`config.mk`:
```
export PLATFORM = sky130hd
export DESIGN_NAME = speed_tick_gen_flat
export DESIGN_NICKNAME = d
export VERILOG_FILES = /design/src/rtl/speed_tick_gen_if.sv /design/src/rtl/speed_tick_gen.sv /design/src/flat_wrapper.sv
export SDC_FILE = /design/constraint.sdc
export NUM_CORES = 1
export LEC_CHECK = 0
export BUFFER_PORTS_ARGS = -buffer_cell sky130_fd_sc_hd__buf_4
export CORE_ASPECT_RATIO = 1.25
export CORE_MARGIN = 2
export CORE_UTILIZATION = 40
export CTS_CLUSTER_SIZE = 14
export DETAILED_ROUTE_END_ITERATION = 8
export PLACE_DENSITY = 0.62
export SLEW_MARGIN = 10
export SYNTH_ARGS = -nofsm -noshare
export SYNTH_HDL_FRONTEND = slang
export SYNTH_SLANG_ARGS = --single-unit
```
`constraint.sdc`:
```
create_clock -name clk -period 3.85 [get_ports clk]
set_input_delay 0.77 -clock clk [delete_from_list [all_inputs] [get_ports clk]]
set_output_delay 0.77 -clock clk [all_outputs]
set_load 0.01 [all_outputs]
```
`src/rtl/speed_tick_gen_if.sv`:
```
// Button and tick bundle between the speed buttons, the tick generator and the
// colour-cycling lights stage.
interface speed_tick_gen_if;
   logic       speed1;
   logic       speed2;
   logic       speed3;
   logic       tick;
   logic       div_clk;
   logic [1:0] speed_sel;

   modport master (
      output speed1, speed2, speed3,
      input  tick, div_clk, speed_sel
   );

   modport slave (
      input  speed1, speed2, speed3,
      output tick, div_clk, speed_sel
   );
endinterface

```
`src/rtl/speed_tick_gen.sv`:
```
// Debounces three speed buttons, latches the most recent press and divides clk
// into a one-cycle tick plus a 50% duty div_clk at the selected period.
module speed_tick_gen #(
   parameter int DEB_CYCLES = 500000,
   parameter int P0         = 50000000,
   parameter int P1         = 25000000,
   parameter int P2         = 12500000,
   parameter int P3         = 5000000
) (
   input logic              clk,
   input logic              reset,
   speed_tick_gen_if.slave  bus
);
   localparam int P01  = (P0 > P1) ? P0 : P1;
   localparam int P23  = (P2 > P3) ? P2 : P3;
   localparam int PMAX = (P01 > P23) ? P01 : P23;
   localparam int CW   = $clog2(PMAX);
   localparam int DW   = (DEB_CYCLES > 1) ? $clog2(DEB_CYCLES) : 1;

   localparam logic [DW-1:0] DEB_LAST = DW'(DEB_CYCLES - 1);
   localparam logic [CW-1:0] P0_LAST  = CW'(P0 - 1);
   localparam logic [CW-1:0] P1_LAST  = CW'(P1 - 1);
   localparam logic [CW-1:0] P2_LAST  = CW'(P2 - 1);
   localparam logic [CW-1:0] P3_LAST  = CW'(P3 - 1);

   logic [2:0]    raw;
   logic [2:0]    sync1;
   logic [2:0]    sync2;
   logic [2:0]    deb;
   logic [2:0]    deb_q;
   logic [2:0]    press;
   logic [DW-1:0] dc [3];
   logic [CW-1:0] div_cnt;
   logic [CW-1:0] per_last;
   logic [1:0]    sel_r;
   logic [1:0]    new_sel;
   logic          tick_r;
   logic          div_clk_r;

   assign raw   = {bus.speed3, bus.speed2, bus.speed1};
   assign press = deb & ~deb_q;

   assign bus.tick      = tick_r;
   assign bus.div_clk   = div_clk_r;
   assign bus.speed_sel = sel_r;

   always_comb begin
      per_last = P0_LAST;
      case (sel_r)
         2'd1:    per_last = P1_LAST;
         2'd2:    per_last = P2_LAST;
         2'd3:    per_last = P3_LAST;
         default: per_last = P0_LAST;
      endcase
   end

   // Highest-numbered button wins when presses land on the same edge.
   always_comb begin
      new_sel = sel_r;
      if (press[2])      new_sel = 2'd3;
      else if (press[1]) new_sel = 2'd2;
      else if (press[0]) new_sel = 2'd1;
   end

   always_ff @(posedge clk) begin
      if (reset) begin
         sync1     <= '0;
         sync2     <= '0;
         deb       <= '0;
         deb_q     <= '0;
         for (int i = 0; i < 3; i++) dc[i] <= '0;
         div_cnt   <= '0;
         sel_r     <= 2'd0;
         tick_r    <= 1'b0;
         div_clk_r <= 1'b0;
      end else begin
         sync1 <= raw;
         sync2 <= sync1;
         deb_q <= deb;

         for (int i = 0; i < 3; i++) begin
            if (sync2[i] == deb[i]) begin
               dc[i] <= '0;
            end else if (dc[i] == DEB_LAST) begin
               deb[i] <= sync2[i];
               dc[i]  <= '0;
            end else begin
               dc[i] <= dc[i] + DW'(1);
            end
         end

         // A press restarts the period and swallows any wrap due on this edge.
         if (|press) begin
            sel_r   <= new_sel;
            div_cnt <= '0;
            tick_r  <= 1'b0;
         end else if (div_cnt == per_last) begin
            div_cnt   <= '0;
            tick_r    <= 1'b1;
            div_clk_r <= ~div_clk_r;
         end else begin
            div_cnt <= div_cnt + CW'(1);
            tick_r  <= 1'b0;
         end
      end
   end
endmodule

```
`src/flat_wrapper.sv`:
```
// flat-port wrapper written by rule: the top's interface ports become plain ports
module speed_tick_gen_flat 
#(
   parameter int DEB_CYCLES = 500000,
   parameter int P0         = 50000000,
   parameter int P1         = 25000000,
   parameter int P2         = 12500000,
   parameter int P3         = 5000000
)
  (clk, reset, bus_speed1, bus_speed2, bus_speed3, bus_tick, bus_div_clk, bus_speed_sel);
  speed_tick_gen_if bus_i ();
  input logic clk;
  input logic reset;
  input wire logic [$bits(bus_i.speed1)-1:0] bus_speed1;
  input wire logic [$bits(bus_i.speed2)-1:0] bus_speed2;
  input wire logic [$bits(bus_i.speed3)-1:0] bus_speed3;
  output wire logic [$bits(bus_i.tick)-1:0] bus_tick;
  output wire logic [$bits(bus_i.div_clk)-1:0] bus_div_clk;
  output wire logic [$bits(bus_i.speed_sel)-1:0] bus_speed_sel;
  assign bus_i.speed1 = bus_speed1;
  assign bus_i.speed2 = bus_speed2;
  assign bus_i.speed3 = bus_speed3;
  assign bus_tick = bus_i.tick;
  assign bus_div_clk = bus_i.div_clk;
  assign bus_speed_sel = bus_i.speed_sel;
  speed_tick_gen #(.DEB_CYCLES(DEB_CYCLES), .P0(P0), .P1(P1), .P2(P2), .P3(P3)) u_core (.clk(clk), .reset(reset), .bus(bus_i));
endmodule
```
# ---- Word level (Yosys, flattened, before mapping)
# Memory sizes are Yosys's and may differ from the RTL's.
# Index checks and enable logic that the tools add are counted.
dict set report totals {
  regBits 42
  mem_bits_rw 57
  in_bits 5
  output_inout_bits 4
  memories 1
}
# memory depth width rd rd_clocked_by_memory_dff wr line_no
set mem_list {}
lappend mem_list {u_core.dc 3 19 3 0 3 speed_tick_gen.sv:32} ;# logic [DW-1:0] dc [3];
dict set report op_classes {
  addsub 4
  n_eq_ne 10
  muxes 49
  n_bitwise 16
  reduce_logical 9
}
# operator count
set op_table {}
lappend op_table {{19-bit 2-to-1 mux} 9}
lappend op_table {{26-bit case mux with 3 select lines} 1}
lappend op_table {{19-bit by 1-bit adder with 19-bit output, second input constant} 3}
lappend op_table {{19-bit == test, second input constant} 3}
lappend op_table {{1-bit 2-to-1 mux} 36}
lappend op_table {{26-bit by 1-bit adder with 26-bit output, second input constant} 1}
lappend op_table {{26-bit == test} 1}
lappend op_table {{2-bit AND reduction} 5}
lappend op_table {{1-bit bitwise OR} 9}
lappend op_table {{2-bit 2-to-1 mux} 3}
lappend op_table {{1-bit inverter} 5}
lappend op_table {{5-bit OR reduction} 1}
lappend op_table {{2-bit == test, second input constant} 2}
lappend op_table {{4-bit OR reduction} 1}
lappend op_table {{3-bit bitwise AND} 1}
lappend op_table {{1-bit == test} 3}
lappend op_table {{3-bit inverter} 1}
lappend op_table {{3-bit nonzero test} 1}
lappend op_table {{3-bit OR reduction} 1}
lappend op_table {{2-bit by 1-bit == test with 1-bit output, second input constant} 1}

# ---- Logic depth before layout (Yosys ltp)
# Gate-level depths: netlist (run 1).
dict set report logic_depth {
  depth_word 7
  depth_mapped 8
}

# ---- Worst setup path before layout (run 1)
# No wires, ideal clock.
dict set report synth_timing {
  path_kind {input -> register}
  start {input port reset}
  end {register u_core.div_cnt[10]}
  arrival_ps 1937
  slack_ps 1772
  stages 5
  n_path_buf 3
  cell_sequence {clkbuf_1 > nand2b_1 > clkbuf_1 > clkbuf_1 > nor3_2}
}
dict set report synth_via {
  elab_chain_len 1
}
# element line_no
set synth_rtl {}
lappend synth_rtl {{from (decl)} flat_wrapper.sv:13} ;# input logic reset;
lappend synth_rtl {{5-bit OR reduction (no line)} -}
lappend synth_rtl {{to (signal assigned)} speed_tick_gen.sv:102} ;# div_cnt <= div_cnt + CW'(1);
lappend synth_rtl {{to (decl)} speed_tick_gen.sv:33} ;# logic [CW-1:0] div_cnt;
# No other way between the ends.
# A chain may end at the register's enable or synchronous reset.

# ---- Final worst setup path (run 1)
dict set report layout_timing {
  start {register u_core.sel_r[1], in the netlist u_core.bus.speed_sel[1]}
  end {register u_core.div_cnt[23]}
}
dict set report layout_via {
  elab_chain_len 4
  elab_cells_between_ends 6
  cone_classes {4 x eq/ne; 1 x mux; 1 x reduce/logical}
}
# element line_no
set layout_rtl {}
lappend layout_rtl {{from (decl)} speed_tick_gen.sv:35} ;# logic [1:0] sel_r;
lappend layout_rtl {{from (signal assigned)} speed_tick_gen.sv:94} ;# sel_r <= new_sel;
lappend layout_rtl {{2-bit == test or 2-bit by 1-bit == test with 1-bit output (tied branches)} speed_tick_gen.sv:49} ;# case (sel_r)
lappend layout_rtl {{26-bit case mux with 3 select lines (*)} speed_tick_gen.sv:49}
lappend layout_rtl {{26-bit == test (*)} speed_tick_gen.sv:97} ;# end else if (div_cnt == per_last) begin
lappend layout_rtl {{5-bit OR reduction (no line) (*)} -}
# Mark *: on every way between the ends. The rest lies on a longest branch, timed or not.

==> results.toml, run 1 <==
[run_status]
outcome = "finished, final reports clean"

[floorplanning]
rows = 46
chipWidth_um = 105
pin_count = 9
start_util_pct = 40.6
dieHeight_um = 131
core_area_mm2 = 0.0126
dieArea_mm2 = 0.0137

[layout]
final_nets = 569
fill_cells = 1215
multiInputGateArea_mm2 = 0.00264
mostFrequentLayoutCells = "nor2_1, edfxtp_1, conb_1"
register_area_mm2 = 0.00255
fin_cells = 733
final_common_cell = "nor2_1"
area_growth_pct = 13.1
drive_above_1_share_pct = 9.38
n_antenna_cell = 0

[worst_setup_path]
critPathLaunch = "u_core.bus.speed_sel[1]$_SDFFE_PP0P_"
cp_cell_sequence = "nor2_1 -> a2111oi_2 -> o2111ai_2 -> a211oi_4 -> buf_4 -> nor3_1"
cp_max_fo = 15
cp-start-kind = "flip-flop"
end_kind = "flip-flop"
r2r-start = "u_core.bus.speed_sel[1]$_SDFFE_PP0P_"
reg2regPathDepth = 6
arrival_ns = 2.86
cpPeakStageDelay_ns = 0.72
crit_type = "flip-flop to flip-flop"
worst-endpoint-required_ns = 4.06
cpMaxStageDelayCell = "a211oi_4"

[routing]
drt_first_iter_violations = 109
first_pass_iters = 4
drc = 0
routedWlPerCell_um = 12.3
viasPerCell = 4.81
postRouteAntennaNets = 0
vias = 3528
wirelength_um = 9010

[timing]
tightest_slew_ns = 0.780
finalSetupViolCount = 0
fin_skew_ns = 0.00898
final.setup.tns_ns = 0
relSlewSlack_pct = 47.9
finalCritPeriodShare_pct = 68.7
hold_viol_final = 0
maxSlewViolCount = 0
clock.fmax_ghz = 0.378
rsz0062_at_grt = "false"
finalCriticalPeriod_ns = 2.65
fin_hold_ws_ns = 0.436

[placed_design]
dp.cells = 717
gp_congestion = 0.764
portBuffers = 8
dpl.hpwl_um = 6520

[synthesis]
synth_flop_cell = "edfxtp_1"
syn_area_mm2 = 0.00512
synth_seq_cells = 99
ys_warn_count = 0
synth-edff-count = 57
synthArstFlopShare_pct = 0
syn_inst = 500
ys_types = 53
avgSynthCellArea_um2 = 10.2
seq_area_frac_synth_pct = 49.8

[cts]
cts.reportedPaths.clkPinSlew_ns = 0.06
cts_num_sinks = 99
cts_max_level = 3
cts_setup_buffers = 0
cts_buffers = 9
root_buffer = "clkbuf_16"
cts-hold-fix-buffers = 0
clk-insertion-delay-late_ns = 0.34
clockBufferDepth = 2
tritoncts = "done"
cts_resized = 0

[global_route]
grt_pass1_vias = 3455
grt_antenna_before_repair = 0
grtUsageTotal_pct = 13.7
grt.overflow.total = 0
grt_max_degree = 28
met2_usage_pct = 24.4
grt_pass1_wl_um = 15400
gr-usage-met1_pct = 16.5
grt.met3_usage_pct = 2.33
busiest_layer = "met2"

[hold_path]
worstHoldStart = "u_core.sync1[2]$_SDFF_PP0_"
hp-class = "flip-flop to flip-flop"
holdPathStages = 1

[power_and_ir_drop]
peakVddDrop_v = 0.000213
leakagePower_nw = 1.98
power_density_mw_per_mm2 = 366
total_power_mw = 2.12

[run]
maxCapViolCount = 0
==> metal layers <==
layer	up-vias	part of all wire (%)	routed length (um)
met1	1666	46	4120
met3	14	2.0	177
met2	28	50	4530
met5	-	0	0
li1	1820	-	-
met4	0	2.0	183
==> where the power goes <==
part | total [mW] | switching, mW | leakage, nW | internal [mW]
registers | 1.18 | 0.0317 | 0.928 | 1.15
logic | 0.0697 | 0.0406 | 0.911 | 0.0291
clock network | 0.869 | 0.368 | 0.142 | 0.500
total | 2.12 | 0.441 | 1.98 | 1.68
==> critical path: cells and delay by family, from the launching register on <==
kind / cells / cell delay, ns
AOI/OAI and AO/OA: 3 / 1.31
buffers and inverters: 1 / 0.37
and+or+nand+nor: 2 / 0.20
DFF: 1 / 0.63
==> cells in the mapped netlist, types with 6 or more instances <==
master / n / area, um2
and3_1: 10 / 62.6
and4_1: 7 / 61.3
buf_2: 6 / 30.0
dfxtp_1: 42 / 841
edfxtp_1: 57 / 1710
inv_1: 10 / 37.5
nand2_1: 32 / 120
nand2b_1: 7 / 43.8
nand3_1: 30 / 150
nand4_1: 15 / 93.8
nor2_1: 81 / 304
nor2b_1: 15 / 93.8
nor3_1: 18 / 90.1
nor3_2: 20 / 200
nor4_1: 6 / 37.5
nor4b_1: 6 / 52.6
xnor2_1: 44 / 385
xor2_1: 34 / 298
==> final timing paths <==
path	end	slack, ns
hold reg to reg	u_core.sync2[2]$_SDFF_PP0_	0.44
setup reg to reg	u_core.div_cnt[23]$_SDFF_PP0_	1.20
hold / removal	u_core.sync2[2]$_SDFF_PP0_	0.44
setup / recovery	u_core.div_cnt[23]$_SDFF_PP0_	1.20
==> state kept, by name (all words and copies together), names as in the netlist <==
signal and count:
u_core.bus.div_clk 1, u_core.bus.speed_sel 2, u_core.bus.tick 1, u_core.dc 57, u_core.deb 3, u_core.deb_q 3, u_core.div_cnt 26, u_core.sync1 3
u_core.sync2 3
==> layout make-up <==
class                           instances  share of cell area [%]
Timing Repair Buffer                   10                    1.30
Clock inverter                          4                   0.756
Tap cell                              168                    3.63
Inverter                               10                   0.648
Clock buffer                           12                    4.08
Multi-Input combinational cell        430                    45.5
Sequential cell                        99                    44.1
==> through the flow <==
| step | setup slack (ns) | util (%) | cell area, um2 |
|---|---|---|---|
| after floorplan | 1.77 | - | 5330 |
| after global placement | 1.30 | 43.7 | 5510 |
| after detailed placement | 1.17 | 43.7 | 5510 |
| after CTS | 1.17 | 46.0 | 5790 |
| after global routing | 0.982 | 46.0 | 5790 |
| final | 1.20 | 46.0 | 5790 |
==> logic make-up (layout without fill, tap and decap cells) <==
group | count (synthesis) | count (layout) | share of synthesized area, %
compound gates | 23 | 23 | 3.96
xor+xnor | 78 | 78 | 13.3
fa+ha+maj | 4 | 4 | 0.977
buf+inv | 27 | 36 | 2.78
flops | 99 | 99 | 49.8
mux | 3 | 3 | 0.586
other cells | 1 | 57 | 0.0732
simple gates | 265 | 265 | 28.5
No activity file was read; power rests on OpenSTA's default activity.
==> run 2: changes to the inputs <==
- clock period: 3.85 -> 2.47 ns (I/O delays scaled with it)
==> run 2 against run 1 <==
Against the previous run:
- flip-flop and latch count unchanged
- register-to-register slack got worse by 0.89 ns
- critical path depth unchanged
- via count up 0.91%
- critical path type unchanged
- critical endpoint is now u_core.bus.tick$_SDFF_PP0_
==> results.toml, run 2 (synthesis results as in run 1) <==
[worst_setup_path]
critPathBufInv = 1
cpMaxStageDelayCell = "dfxtp_1"
r2r-end = "u_core.bus.tick$_SDFF_PP0_"
cpPeakStageDelay_ns = 0.61
cp_top_family = "compound AO/OA/AOI/OAI gates"
crit_type = "flip-flop to flip-flop"
reg2regPathDepth = 6
worst-endpoint-required_ns = 2.75
cp-start-kind = "flip-flop"
rrSetupSlack_ns = 0.31
arrival_ns = 2.43
end_kind = "flip-flop"
r2r-start = "u_core.bus.speed_sel[0]$_SDFFE_PP0P_"
cp_cell_sequence = "and3b_2 -> o32ai_2 -> o2111ai_2 -> a211oi_4 -> buf_4 -> nor2b_1"
cp_max_fo = 15

[routing]
postRouteAntennaNets = 0
first_pass_iters = 4
viasPerCell = 4.84
drc = 0
drt_first_iter_violations = 105
routedWlPerCell_um = 11.9
wirelength_um = 8790
vias = 3560

[hold_path]
holdPathStages = 2
worstHoldStart = "bus_speed2"
hp-class = "input pin to flip-flop"
whs_endpoint = "u_core.sync1[1]$_SDFF_PP0_"

[cts]
root_buffer = "clkbuf_16"
cts_resized = 0
cts-hold-fix-buffers = 0
cts_setup_buffers = 0
tritoncts = "done"
cts_max_level = 3
cts_num_sinks = 99
cts.reportedPaths.clkPinSlew_ns = 0.06
cts_buffers = 9
clockBufferDepth = 2
clk-insertion-delay-late_ns = 0.34

[timing]
finalCriticalPeriod_ns = 2.16
maxSlewViolCount = 0
rsz0062_at_grt = "false"
finalSetupViolCount = 0
fin_skew_ns = 0.00775
tightest_slew_ns = 0.597
setup_ws_ns = 0.314
fin_hold_ws_ns = 0.370
finalCritPeriodShare_pct = 87.3
relSlewSlack_pct = 60.1
clock.fmax_ghz = 0.464
hold_viol_final = 0
final.setup.tns_ns = 0

[layout]
area_growth_pct = 14.0
fin_cells = 736
largest_reg_flops = 57
final_common_cell = "nor2_1"
final_nets = 572
top_regs = "u_core.dc x57, u_core.div_cnt x26"
top_register = "u_core.dc"
drive_above_1_share_pct = 10.6
n_antenna_cell = 0
fill_cells = 1215
mostFrequentLayoutCells = "nor2_1, edfxtp_1, conb_1"
final_area_mm2 = 0.00584

[global_route]
grt_antenna_before_repair = 0
grt.overflow.total = 0
grtUsageTotal_pct = 13.8
grt_max_degree = 28
grt_pass1_vias = 3467
grt_pass1_wl_um = 15400

[floorplanning]
pin_count = 9
start_util_pct = 40.6
rows = 46
dieHeight_um = 131
core_area_mm2 = 0.0126
dieArea_mm2 = 0.0137
chipWidth_um = 105

[placed_design]
portBuffers = 8
dpl.hpwl_um = 6300
place_ws_ns = 0.294
place_area_mm2 = 0.00554
gp_congestion = 0.783
dp.cells = 720

[power_and_ir_drop]
peakVddDrop_v = 0.000329
leakagePower_nw = 2.00
power_density_mw_per_mm2 = 576

[run_status]
outcome = "finished, final reports clean"

[run]
maxCapViolCount = 0
[run 2: cell types whose count changed in the layout (fill, tap and decap cells not counted)]
cell	delta
clkinvlp_4	+2
inv_6	+1
clkbuf_8	+1
clkbuf_1	-3
buf_4	+3
inv_1	-1
[run 2: per-stage QoR]
| stage | total power [mW] | utilization (%) |
|---|---|---|
| 6_report | 3.37 | 46.3 |
| 5_1_grt | 3.49 | 46.3 |
| 4_1_cts | 3.42 | 46.3 |
| 3_5_place_dp | 1.98 | 43.9 |
| 3_3_place_gp | 1.98 | 43.9 |
| 2_1_floorplan | 1.95 | - |
[run 2: worst max path at each step]
| stage | start | endpoint | slack [ns] | depth (start not counted) |
|---|---|---|---|---|
| after global routing | u_core.bus.speed_sel[1]$_SDFFE_PP0P_ | u_core.div_cnt[24]$_SDFF_PP0_ | 0.09 | 6 |
| final | u_core.bus.speed_sel[0]$_SDFFE_PP0P_ | u_core.bus.tick$_SDFF_PP0_ | 0.31 | 6 |
| after detailed placement | u_core.bus.speed_sel[0]$_SDFFE_PP0P_ | u_core.div_cnt[23]$_SDFF_PP0_ | 0.29 | 6 |
| after CTS | u_core.bus.speed_sel[1]$_SDFFE_PP0P_ | u_core.bus.tick$_SDFF_PP0_ | 0.29 | 6 |
| after floorplan | u_core.dc[0][0]$_SDFFCE_PN0P_ | u_core.dc[0][11]$_SDFFCE_PN0P_ | 0.52 | 8 |
| after global placement | u_core.bus.speed_sel[0]$_SDFFE_PP0P_ | u_core.bus.tick$_SDFF_PP0_ | 0.37 | 6 |
[run 2: power breakdown]
| group | switching [mW] | internal (mW) |
|---|---|---|
| registers | 0.0486 | 1.79 |
| logic | 0.0639 | 0.0453 |
| clock network | 0.604 | 0.813 |
[run 2: layout make-up]
class | count | area (um2) | area share, %
Clock buffer | 10 | 239 | 4.09
Tap cell | 168 | 210 | 3.60
Sequential cell | 99 | 2550 | 43.7
Clock inverter | 6 | 63.8 | 1.09
Timing Repair Buffer | 13 | 97.6 | 1.67
Multi-Input combinational cell | 430 | 2640 | 45.2
Inverter | 10 | 37.5 | 0.643
[run 2: worst reg2reg max path: stages (launching register included)]
cell and delay (ns):
dfxtp_1 0.61, and3b_2 0.28, o32ai_2 0.26, o2111ai_2 0.23
a211oi_4 0.27, buf_4 0.29, nor2b_1 0.16
[run 2: layer usage]
metal | wire, um | track usage [%] | vias to the layer above
met2 | 4400 | 24.5 | 34
met1 | 4020 | 16.5 | 1696
met5 | 0 | 0 | -
met4 | 136 | 5.02 | 0
li1 | - | - | 1819
met3 | 225 | 2.98 | 11
